File: config.mk
export PLATFORM = sky130hd
export DESIGN_NAME = data_store_controller
export DESIGN_NICKNAME = d
export VERILOG_FILES = /design/src/rtl/ds_pkg.sv /design/src/rtl/ds_row_merge.sv /design/src/rtl/data_store_controller.sv
export SDC_FILE = /design/constraint.sdc
export NUM_CORES = 2
export LEC_CHECK = 0
export CAP_MARGIN = 30
export CORE_MARGIN = 2
export CORE_UTILIZATION = 30
export DETAILED_ROUTE_END_ITERATION = 10
export GPL_TIMING_DRIVEN = 0
export PLACE_DENSITY_LB_ADDON = 0.12
export RECOVER_POWER = 25
export SLEW_MARGIN = 20
export SYNTH_ARGS = -nofsm -noshare
export SYNTH_HDL_FRONTEND = slang
export SYNTH_SLANG_ARGS = --single-unit
File: constraint.sdc
create_clock -name clk -period 8.1 [get_ports clk]
set_input_delay 2.025 -clock clk [delete_from_list [all_inputs] [get_ports clk]]
set_output_delay 2.025 -clock clk [all_outputs]
set_load 0.005 [all_outputs]
File: src/rtl/ds_pkg.sv
`default_nettype none
// ============================================================================
//  Module   : ds_pkg
//  Purpose  : Shared types, constants and address-mapping helpers for the
//             data store controller (row/lane map matches the load path).
//  Contents : state_t   - controller state encoding
//             ROW_W     - memory row width (4 lanes of 16 bits)
//             LANES     - lanes per row
//             row_of()  - word address -> row address
//             lane_of() - word address -> lane index (0 = bits [63:48])
//  Revision : 1.0 - initial release
// ============================================================================
package ds_pkg;

  localparam int ROW_W = 64;
  localparam int LANES = 4;

  typedef enum logic [2:0] {
    ST_IDLE    = 3'd0,
    ST_RD      = 3'd1,
    ST_WR      = 3'd2,
    ST_DONE    = 3'd3,
    ST_RELEASE = 3'd4
  } state_t;

  function automatic logic [15:0] row_of(input logic [15:0] a);
    return {2'b00, a[15:2]};
  endfunction

  // Lane 0 is the most significant 16 bits of the row.
  function automatic logic [1:0] lane_of(input logic [15:0] a);
    return a[1:0];
  endfunction

endpackage
`default_nettype wire

File: src/rtl/ds_row_merge.sv
`default_nettype none
// ============================================================================
//  Module   : ds_row_merge
//  Purpose  : Combinational merge of all pending store words that fall in the
//             leader's row into the row read back from memory.
//  Ports    : i_mem_rdata    - row currently returned by memory
//             i_words        - latched store data, core i at [16i+15:16i]
//             i_addrs        - latched word addresses, same packing
//             i_pending      - cores whose store is not yet written
//             i_leader_row   - row being written this RD/WR pair
//             o_merged       - row to write back
//             o_merged_mask  - cores whose store is contained in o_merged
//  Revision : 1.0 - initial release
// ============================================================================
module ds_row_merge
  import ds_pkg::*;
#(
  parameter int N_CORES = 16,
  parameter int WORD_W  = 16
) (
  input  logic [ROW_W-1:0]          i_mem_rdata,
  input  logic [N_CORES*WORD_W-1:0] i_words,
  input  logic [N_CORES*WORD_W-1:0] i_addrs,
  input  logic [N_CORES-1:0]        i_pending,
  input  logic [WORD_W-1:0]         i_leader_row,
  output logic [ROW_W-1:0]          o_merged,
  output logic [N_CORES-1:0]        o_merged_mask
);

  // Ascending core order: a later (higher-index) core overwrites an earlier
  // one in the same lane, so the highest index wins a lane collision.
  always_comb begin
    o_merged      = i_mem_rdata;
    o_merged_mask = '0;
    for (int i = 0; i < N_CORES; i++) begin
      if (i_pending[i] && (row_of(i_addrs[i*WORD_W +: WORD_W]) == i_leader_row)) begin
        o_merged_mask[i] = 1'b1;
        case (lane_of(i_addrs[i*WORD_W +: WORD_W]))
          2'd0:    o_merged[ROW_W-1            -: WORD_W] = i_words[i*WORD_W +: WORD_W];
          2'd1:    o_merged[ROW_W-1-WORD_W     -: WORD_W] = i_words[i*WORD_W +: WORD_W];
          2'd2:    o_merged[ROW_W-1-2*WORD_W   -: WORD_W] = i_words[i*WORD_W +: WORD_W];
          default: o_merged[ROW_W-1-3*WORD_W   -: WORD_W] = i_words[i*WORD_W +: WORD_W];
        endcase
      end
    end
  end

endmodule
`default_nettype wire

File: src/rtl/data_store_controller.sv
`default_nettype none
// ============================================================================
//  Module   : data_store_controller
//  Purpose  : Serialises one simultaneous store from each core into
//             read-modify-write row operations, one RD/WR pair per distinct
//             row, then pulses DONE to release all cores together.
//  Ports    : clk, rst_n         - clock / async active-low reset
//             MW, MADDR, DIN     - per-core request, word address, data
//             mem_rdata          - row read data (valid cycle after MEMREAD)
//             MEMREAD, MEMWRITE  - row read / write strobes
//             MEMADDR, MEMWDATA  - row address and merged write data
//             BUSY, DONE         - batch in progress / completion pulse
//  Revision : 1.0 - initial release
// ============================================================================
module data_store_controller
  import ds_pkg::*;
#(
  parameter int N_CORES = 16,
  parameter int WORD_W  = 16
) (
  input  logic                      clk,
  input  logic                      rst_n,
  input  logic [N_CORES-1:0]        MW,
  input  logic [N_CORES*WORD_W-1:0] MADDR,
  input  logic [N_CORES*WORD_W-1:0] DIN,
  input  logic [ROW_W-1:0]          mem_rdata,
  output logic                      MEMREAD,
  output logic                      MEMWRITE,
  output logic [WORD_W-1:0]         MEMADDR,
  output logic [ROW_W-1:0]          MEMWDATA,
  output logic                      BUSY,
  output logic                      DONE
);

  state_t                    r_state;
  logic [N_CORES-1:0]        r_pending;
  logic [N_CORES*WORD_W-1:0] r_addrs;
  logic [N_CORES*WORD_W-1:0] r_words;

  logic                      w_all_req;
  logic [WORD_W-1:0]         w_leader_row;
  logic [ROW_W-1:0]          w_merged;
  logic [N_CORES-1:0]        w_merged_mask;
  logic [N_CORES-1:0]        w_pending_left;

  assign w_all_req = &MW;

  // Priority encoder: scanning downwards leaves the lowest pending core's
  // row as leader, giving ascending leader-index processing order.
  always_comb begin
    w_leader_row = '0;
    for (int i = N_CORES - 1; i >= 0; i--) begin
      if (r_pending[i]) begin
        w_leader_row = row_of(r_addrs[i*WORD_W +: WORD_W]);
      end
    end
  end

  ds_row_merge #(
    .N_CORES (N_CORES),
    .WORD_W  (WORD_W)
  ) u_row_merge (
    .i_mem_rdata   (mem_rdata),
    .i_words       (r_words),
    .i_addrs       (r_addrs),
    .i_pending     (r_pending),
    .i_leader_row  (w_leader_row),
    .o_merged      (w_merged),
    .o_merged_mask (w_merged_mask)
  );

  assign w_pending_left = r_pending & ~w_merged_mask;

  always_ff @(posedge clk or negedge rst_n) begin
    if (!rst_n) begin
      r_state   <= ST_IDLE;
      r_pending <= '0;
      r_addrs   <= '0;
      r_words   <= '0;
    end else begin
      case (r_state)
        ST_IDLE: begin
          if (w_all_req) begin
            r_addrs   <= MADDR;
            r_words   <= DIN;
            r_pending <= '1;
            r_state   <= ST_RD;
          end
        end
        ST_RD: begin
          r_state <= ST_WR;
        end
        ST_WR: begin
          r_pending <= w_pending_left;
          r_state   <= (w_pending_left == '0) ? ST_DONE : ST_RD;
        end
        ST_DONE: begin
          r_state <= ST_RELEASE;
        end
        ST_RELEASE: begin
          // A request still held from the finished batch must not restart it.
          if (!w_all_req) begin
            r_state <= ST_IDLE;
          end
        end
        default: begin
          r_state <= ST_IDLE;
        end
      endcase
    end
  end

  // Moore outputs: everything is gated by state, so an asynchronous reset
  // clears all strobes and buses immediately.
  assign MEMREAD  = (r_state == ST_RD);
  assign MEMWRITE = (r_state == ST_WR);
  assign DONE     = (r_state == ST_DONE);
  assign BUSY     = (r_state == ST_RD) || (r_state == ST_WR) || (r_state == ST_DONE);
  assign MEMADDR  = (MEMREAD || MEMWRITE) ? w_leader_row : '0;
  assign MEMWDATA = MEMWRITE ? w_merged : '0;

endmodule
`default_nettype wire
Word-level counts from Yosys, hierarchy flattened
Index checks and enable logic that the tools add are counted.
{"block": "totals", "ff_bits": 531, "in_bits": 594, "out_inout_bits": 84, "elab_cells": 237}
{"block": "classes", "eq_ne": 54, "mux": 120, "bitwise": 2, "n_reduce_logical": 57}
{"op": "$mux W16", "count": 80}
{"op": "$mux W64", "count": 17}
{"op": "$eq A14 B16 Y1", "count": 16}
{"op": "$reduce_or A3 Y1", "count": 16}
{"op": "$eq A2 B1 Y1 const B", "count": 16}
{"op": "$eq A2 B2 Y1 const B", "count": 16}
{"op": "$logic_not A2 Y1", "count": 16}
{"op": "$pmux W16 S2", "count": 1}
{"op": "$mux W14", "count": 2}
{"op": "$reduce_and A17 Y1", "count": 1}
{"op": "$and A16 B16 Y16", "count": 1}
{"op": "$logic_and A1 B1 Y1", "count": 16}
{"op": "$logic_not A16 Y1", "count": 1}
{"op": "$mux W1", "count": 16}
{"op": "$not A16 Y16", "count": 1}
{"op": "$reduce_and A16 Y1", "count": 1}
{"op": "$pmux W3 S5", "count": 1}
{"op": "$eq A3 B2 Y1 const B", "count": 2}
{"op": "$mux W3", "count": 2}
{"op": "$ne A2 B2 Y1 const B", "count": 2}
{"op": "$reduce_and A2 Y1", "count": 2}
{"op": "$eq A3 B1 Y1 const B", "count": 1}
{"op": "$eq A3 B3 Y1 const B", "count": 1}
{"op": "$logic_not A3 Y1", "count": 1}
{"op": "3 further kinds", "count": 4}

Depth between registers and ports, before layout
{"block": "logic_depth", "ltp_word": 50, "depth_mapped": 21, "mapped_depth_nobuf": 13}

Hierarchy
A second synthesis with hierarchy kept.
{"block": "unflattened", "cells_unflattened": 4066, "hier_area_um2": 38558.2}
{"module": "data_store_controller", "n_inst": 1, "cells_per_inst": 1739, "area_per_inst_um2": 23014.6, "seq_area_each_um2": 13287.7}
{"module": "ds_row_merge", "n_inst": 1, "cells_per_inst": 2327, "area_per_inst_um2": 15543.7, "seq_area_each_um2": 0.0}

Least setup slack after synthesis
Ideal clock, no wire load.
{"block": "synth_path", "path_type": "flip-flop to output port", "start": "reg r_pending[3]", "end": "out MEMWDATA[63]", "arrival_ns": 4.355, "required_time_ns": 6.075, "setup_slack_ns": 1.720, "path_stages_with_launch": 17, "path_buffers": 4, "cell_sequence": "dfrtp_1 > or2_1 > or4_1 > o31ai_2 > buf_2 > xnor2_1 > o221ai_1 > or3_1 > buf_2 > or3_1 > clkbuf_1 > clkbuf_1 > o22ai_1 > a211oi_1 > a21oi_1 > nor3_1 > a2111o_1"}
{"block": "synth_via", "elab_chain_cells": 38, "word_cells_on_any_way": 68, "cone_classes": "eq/ne (16); mux (36); reduce/logical (16)"}
{"element": "from (decl)", "line": "data_store_controller.sv:36", "rtl": "logic [N_CORES-1:0] r_pending;"}
{"element": "from (signal assigned)", "line": "data_store_controller.sv:94", "rtl": "r_pending <= w_pending_left;"}
{"element": "$mux W16 (4 in a row)", "line": "data_store_controller.sv:53", "rtl": "if (r_pending[i]) begin"}
{"element": "$eq A14 B16 Y1", "line": "ds_row_merge.sv:36", "rtl": "if (i_pending[i] && (row_of(i_addrs[i*WORD_W +: WORD_W]) == i_leader_row)) begin"}
{"element": "$logic_and A1 B1 Y1", "line": "ds_row_merge.sv:36"}
{"element": "$mux W64", "line": "ds_row_merge.sv:36"}
{"element": "$mux W16", "line": "ds_row_merge.sv:38", "rtl": "case (lane_of(i_addrs[i*WORD_W +: WORD_W]))"}
{"element": "$mux W64", "line": "ds_row_merge.sv:36"}
{"element": "$mux W16", "line": "ds_row_merge.sv:38"}
{"element": "$mux W64", "line": "ds_row_merge.sv:36"}
{"element": "(+19 left out)"}
{"element": "$mux W64", "line": "ds_row_merge.sv:36"}
{"element": "$mux W16", "line": "ds_row_merge.sv:38"}
{"element": "$mux W64", "line": "ds_row_merge.sv:36"}
{"element": "$mux W16", "line": "ds_row_merge.sv:38"}
{"element": "$mux W64", "line": "ds_row_merge.sv:36"}
{"element": "$mux W16", "line": "ds_row_merge.sv:38"}
{"element": "$mux W64 *", "line": "ds_row_merge.sv:36"}
{"element": "$mux W64 *", "line": "data_store_controller.sv:120", "rtl": "assign MEMWDATA = MEMWRITE ? w_merged : '0;"}
{"element": "to (decl)", "line": "data_store_controller.sv:30", "rtl": "output logic [ROW_W-1:0] MEMWDATA,"}
Every way passes the cells marked *; elsewhere a longest branch is shown, timed or not.

Final worst setup path
{"block": "layout_path", "start": "reg r_pending[6]", "end": "out MEMWDATA[13]"}
{"block": "layout_via", "elab_chain_cells": 41, "word_cells_on_any_way": 71, "cone_classes": "eq/ne (16); mux (39); reduce/logical (16)"}
{"element": "$mux W16 (7 in a row)", "line": "data_store_controller.sv:53"}
{"element": "$eq A14 B16 Y1", "line": "ds_row_merge.sv:36"}
{"element": "$logic_and A1 B1 Y1", "line": "ds_row_merge.sv:36"}
{"element": "$mux W64", "line": "ds_row_merge.sv:36"}
{"element": "$mux W16", "line": "ds_row_merge.sv:38"}
{"element": "$mux W64", "line": "ds_row_merge.sv:36"}
{"element": "$mux W16", "line": "ds_row_merge.sv:38"}
{"element": "$mux W64", "line": "ds_row_merge.sv:36"}
{"element": "(+19 left out)"}
{"element": "$mux W64", "line": "ds_row_merge.sv:36"}
{"element": "$mux W16", "line": "ds_row_merge.sv:38"}
{"element": "$mux W64", "line": "ds_row_merge.sv:36"}
{"element": "$mux W16", "line": "ds_row_merge.sv:38"}
{"element": "$mux W64", "line": "ds_row_merge.sv:36"}
{"element": "$mux W16", "line": "ds_row_merge.sv:38"}
{"element": "$mux W64 *", "line": "ds_row_merge.sv:36"}
{"element": "$mux W64 *", "line": "data_store_controller.sv:120"}
Marks and branches as above.

==> reports/metrics.csv <==
stage,metric,value,unit
setup_path,Crit path required time,6080,ps
sta,Clock Skew,29.1,ps
setup_path,WS Path Type,flop to output pin,
clocking,insertion delay to the later sink of the worst-skew pair,690,ps
yosys,most numerous cell in the Yosys netlist,nand2_1,
drt,residual DRC count,0,
drt,DRT Pass-1 Iters,9,
placement,Post-DP HPWL,203,mm
yosys,Yosys warnings,0,
drt,met3 WL,24.3,mm
drt,Detailed Route Iter0 Violations,5970,
setup_path,"setup slack, reg-to-reg",3120,ps
worst_hold_path,hold_sp,r_words[53],
yosys,top cell type's share of synthesized area,0.351,
placement,port bufs,675,
sta,slew of the pin with the lowest slew margin,4870,ps
clocking,H-tree depth,3,
yosys,"FFs w/ async S/R, synth",1.00,
setup_path,family with the most delay on the worst path,compound AO/OA/AOI/OAI gates,
setup_path,largest fanout on the critical path,10,
yosys,syn avg cell area,7.58,sq um
floorplanning,Top Ports,678,
power_and_ir_drop,P per Cell Area,118,mW/mm^2
clocking,cts-stage hold buffer count,0,
cells_and_area,fillers,12900,
drt,vias after detailed routing,46100,
setup_path,Critical Path Max Stage Delay,580,ps
setup_path,R2R cell count,18,
power_and_ir_drop,total power,6.34,mW
floorplanning,Die Width,359,microns
yosys,"Cell Area, Synth",0.0379,sq mm
worst_hold_path,hold path cells,2,
drt,max layer used,met5,
yosys,register area share after synthesis,0.351,
yosys,Mapped Cells,4992,
drt,routed vias/inst,6.04,
clocking,CTS buffer count,67,
global_route,GRT overflow,0,
drt,met2 WL,106,mm
cells_and_area,Area Overhead vs Synth,42.6,%
setup_path,Crit Reg-Reg Startpoint,r_pending[6],
clocking,CTS tree,yes,
setup_path,critical path's slowest cell,clkdlybuf4s50_1,
sta,Final WS setup,-156,ps
drt,final wirelength,254,mm
drt,WL met1,103,mm
drt,Antenna Nets Post-Route,0,
clocking,clock root buffer,clkbuf_16,
global_route,GRT Util Overall,0.380,
drt,WL/cell,33.3,microns
sta,final setup violation count,8,
power_and_ir_drop,Max IR drop VDD,0.126,mV
status,failing checks,"max-capacitance violations, max-slew violations, negative setup slack",
yosys,Synth area leaders,"dfrtp_1 (35%), nand2_1 (16%), xnor2_1 (3.0%), clkbuf_1 (2.9%), nor2_1 (2.5%)",
setup_path,"Buf+Inv Stages, Crit Path",7,
floorplanning,Die H,359,microns
sta,crit path time final,8260,ps
clocking,clk buf depth,3,
setup_path,CP cell instances,buf_6 > buf_6 > a211oi_4 > nand3_2 > a311o_2 > a31oi_4 > buf_12 > buf_16 > xor2_1 > nand4_1 > buf_4 > or3_4 > buf_8 > nor4_1 > a211oi_4 > nor3_1 > a211oi_2 > o22ai_4 > o2bb2ai_1 > clkdlybuf4s50_1,
yosys,number of flops mapped to enable cells by yosys,0,
sta,headroom to the max-slew limit,-2.25,
sta,max-slew violations,161,
placement,Placer Congestion,1.08,
floorplanning,die area,0.129,sq mm
global_route,initial antenna violation count,13,
power_and_ir_drop,static leakage power,23.7,nW
setup_path,Crit. End Element,output pin,
sta,Max Fclk,121,MHz
floorplanning,Core Area,0.125,sq mm
setup_path,Reg-to-Reg End,r_state[1],
clocking,"Clk pin slew, worst setup/hold paths",60,ps
global_route,vias in the first global route,45100,
worst_hold_path,HP Class,flop to flop,
placement,Setup WS pre-CTS,-1680,ps
yosys,Post-synth top cells,"nand2_1 (1649), dfrtp_1 (531), clkbuf_1 (292)",
sta,Tcrit/Tclk final,1.02,
cells_and_area,share of post-route cells with drive strength above 1,0.170,
setup_path,critical path startpoint category,flop,
yosys,ys flop type,dfrtp_1,
worst_hold_path,Hold Path End,r_words[53],
sta,Final Hold Fails,0,
global_route,largest net degree at the start of global routing,95,
floorplanning,# rows,130,
job,Max Cap Violations,2,
cells_and_area,nets@finish,6525,
setup_path,Worst EP arrival,6230,ps
yosys,largest area contributor in the netlist,dfrtp_1,
status,status,finished with violations,
yosys,"FF+latch count, synth",531,
yosys,distinct cell type count after synthesis,101,
floorplanning,Starting Density,0.302,
clocking,CTS sink count,531,
global_route,wire length of the first global-routing pass,349,mm
sta,RSZ-0062 raised after global routing,yes,
==> how the worst max path moves through the flow <==
stage	slack [ps]	endpoint	startpoint	cells past startpoint
floorplan	1720	MEMWDATA[63]	r_pending[3]	16
global placement	-20400	r_words[170]	rst_n	1
detailed placement	-1680	MEMWDATA[0]	r_pending[10]	16
CTS	-80	MEMWDATA[13]	r_pending[6]	22
global route	-150	MEMWDATA[13]	r_pending[3]	18
finish	-160	MEMWDATA[13]	r_pending[6]	20
==> final cells by class <==
type | count | area, sq um | share of cell area
diodes | 3 | 7.51 | 0.000139
plain buffers | 375 | 2300 | 0.0427
clock buffers | 95 | 1900 | 0.0353
clock inverters | 22 | 339 | 0.00628
inverters | 100 | 385 | 0.00714
multi-input cells | 3964 | 25000 | 0.464
flip-flops and latches | 531 | 13300 | 0.246
well taps | 1650 | 2060 | 0.0383
repair buffers | 892 | 8650 | 0.160
==> cells in the final DEF, fill, tap and decap left out, drive strengths merged, types with 88 or more instances in the layout <==
cell | synthesis | routed
nand2 | 1649 | 1649
clkdlybuf4s50 | 0 | 628
dfrtp | 531 | 531
clkbuf | 294 | 366
buf | 104 | 322
nor2 | 261 | 261
o21ai | 189 | 189
nor3 | 144 | 144
a21oi | 140 | 140
xnor2 | 129 | 129
inv | 96 | 97
o22ai | 92 | 92
nand3 | 91 | 91
a221oi | 88 | 88
==> worst reg2reg max path, stage by stage, from the launching register on <==
cell and delay, ps:
dfrtp_1 380, buf_6 160, buf_6 190, buf_6 170, a211oi_4 320, nand3_2 150
a311o_2 450, a31oi_4 230, buf_8 180, buf_12 180, buf_4 150, xnor2_1 60
nor4_1 320, and4_2 400, clkbuf_1 400, o21ai_0 130, a2111oi_0 300, nand4_1 500
nand2b_1 210
==> power breakdown <==
group	switching (mW)	internal, mW
Clock	1.31	1.87
Combinational	0.202	0.307
Sequential	0.00409	2.66
Total	1.51	4.83
==> layer usage <==
layer / track usage / vias to the layer above
met5: 0.00222 / -
met2: 0.562 / 2976
met1: 0.501 / 22700
li1: - / 19600
met4: 0.255 / 16
met3: 0.0766 / 729
==> state kept, by name, indices dropped and copies added, names as in the netlist <==
signal,cells
r_addrs,256
r_words,256
r_pending,16
r_state,3
==> cell families (layout without fill, tap and decap cells) <==
| logic type | count (synthesis) | after routing | share of synthesized area |
|---|---|---|---|
| AO/OA/AOI/OAI | 1089 | 1089 | 0.214 |
| multiplexers | 136 | 136 | 0.0384 |
| flip-flops | 531 | 531 | 0.351 |
| AND/OR/NAND/NOR | 2564 | 2564 | 0.303 |
| other | 1 | 5 | 0.0000991 |
| buffers and inverters | 498 | 1484 | 0.0542 |
| XOR/XNOR | 173 | 173 | 0.0400 |
==> repair_timing <==
action	CTS	global route
pin swaps	132	56
cloned	3	2
endpoints found under the setup margin	64	63
buffers inserted	146	41
resized for setup	639	216
==> stage by stage <==
stage | utilization | cell area (sq um) | cells | setup TNS (ps) | hold WS (ps)
6_report | 0.430 | 54000 | 7632 | -333 | 484
5_1_grt | 0.430 | 54000 | 7629 | -261 | 520
3_5_place_dp | 0.375 | 47100 | 7341 | -76340 | 476
3_3_place_gp | 0.372 | 46700 | 7318 | - | 473
2_1_floorplan | - | 37900 | 4993 | 0 | 446
4_1_cts | 0.422 | 52900 | 7588 | -98.3 | 489
Power figures use the tool's default switching activity.
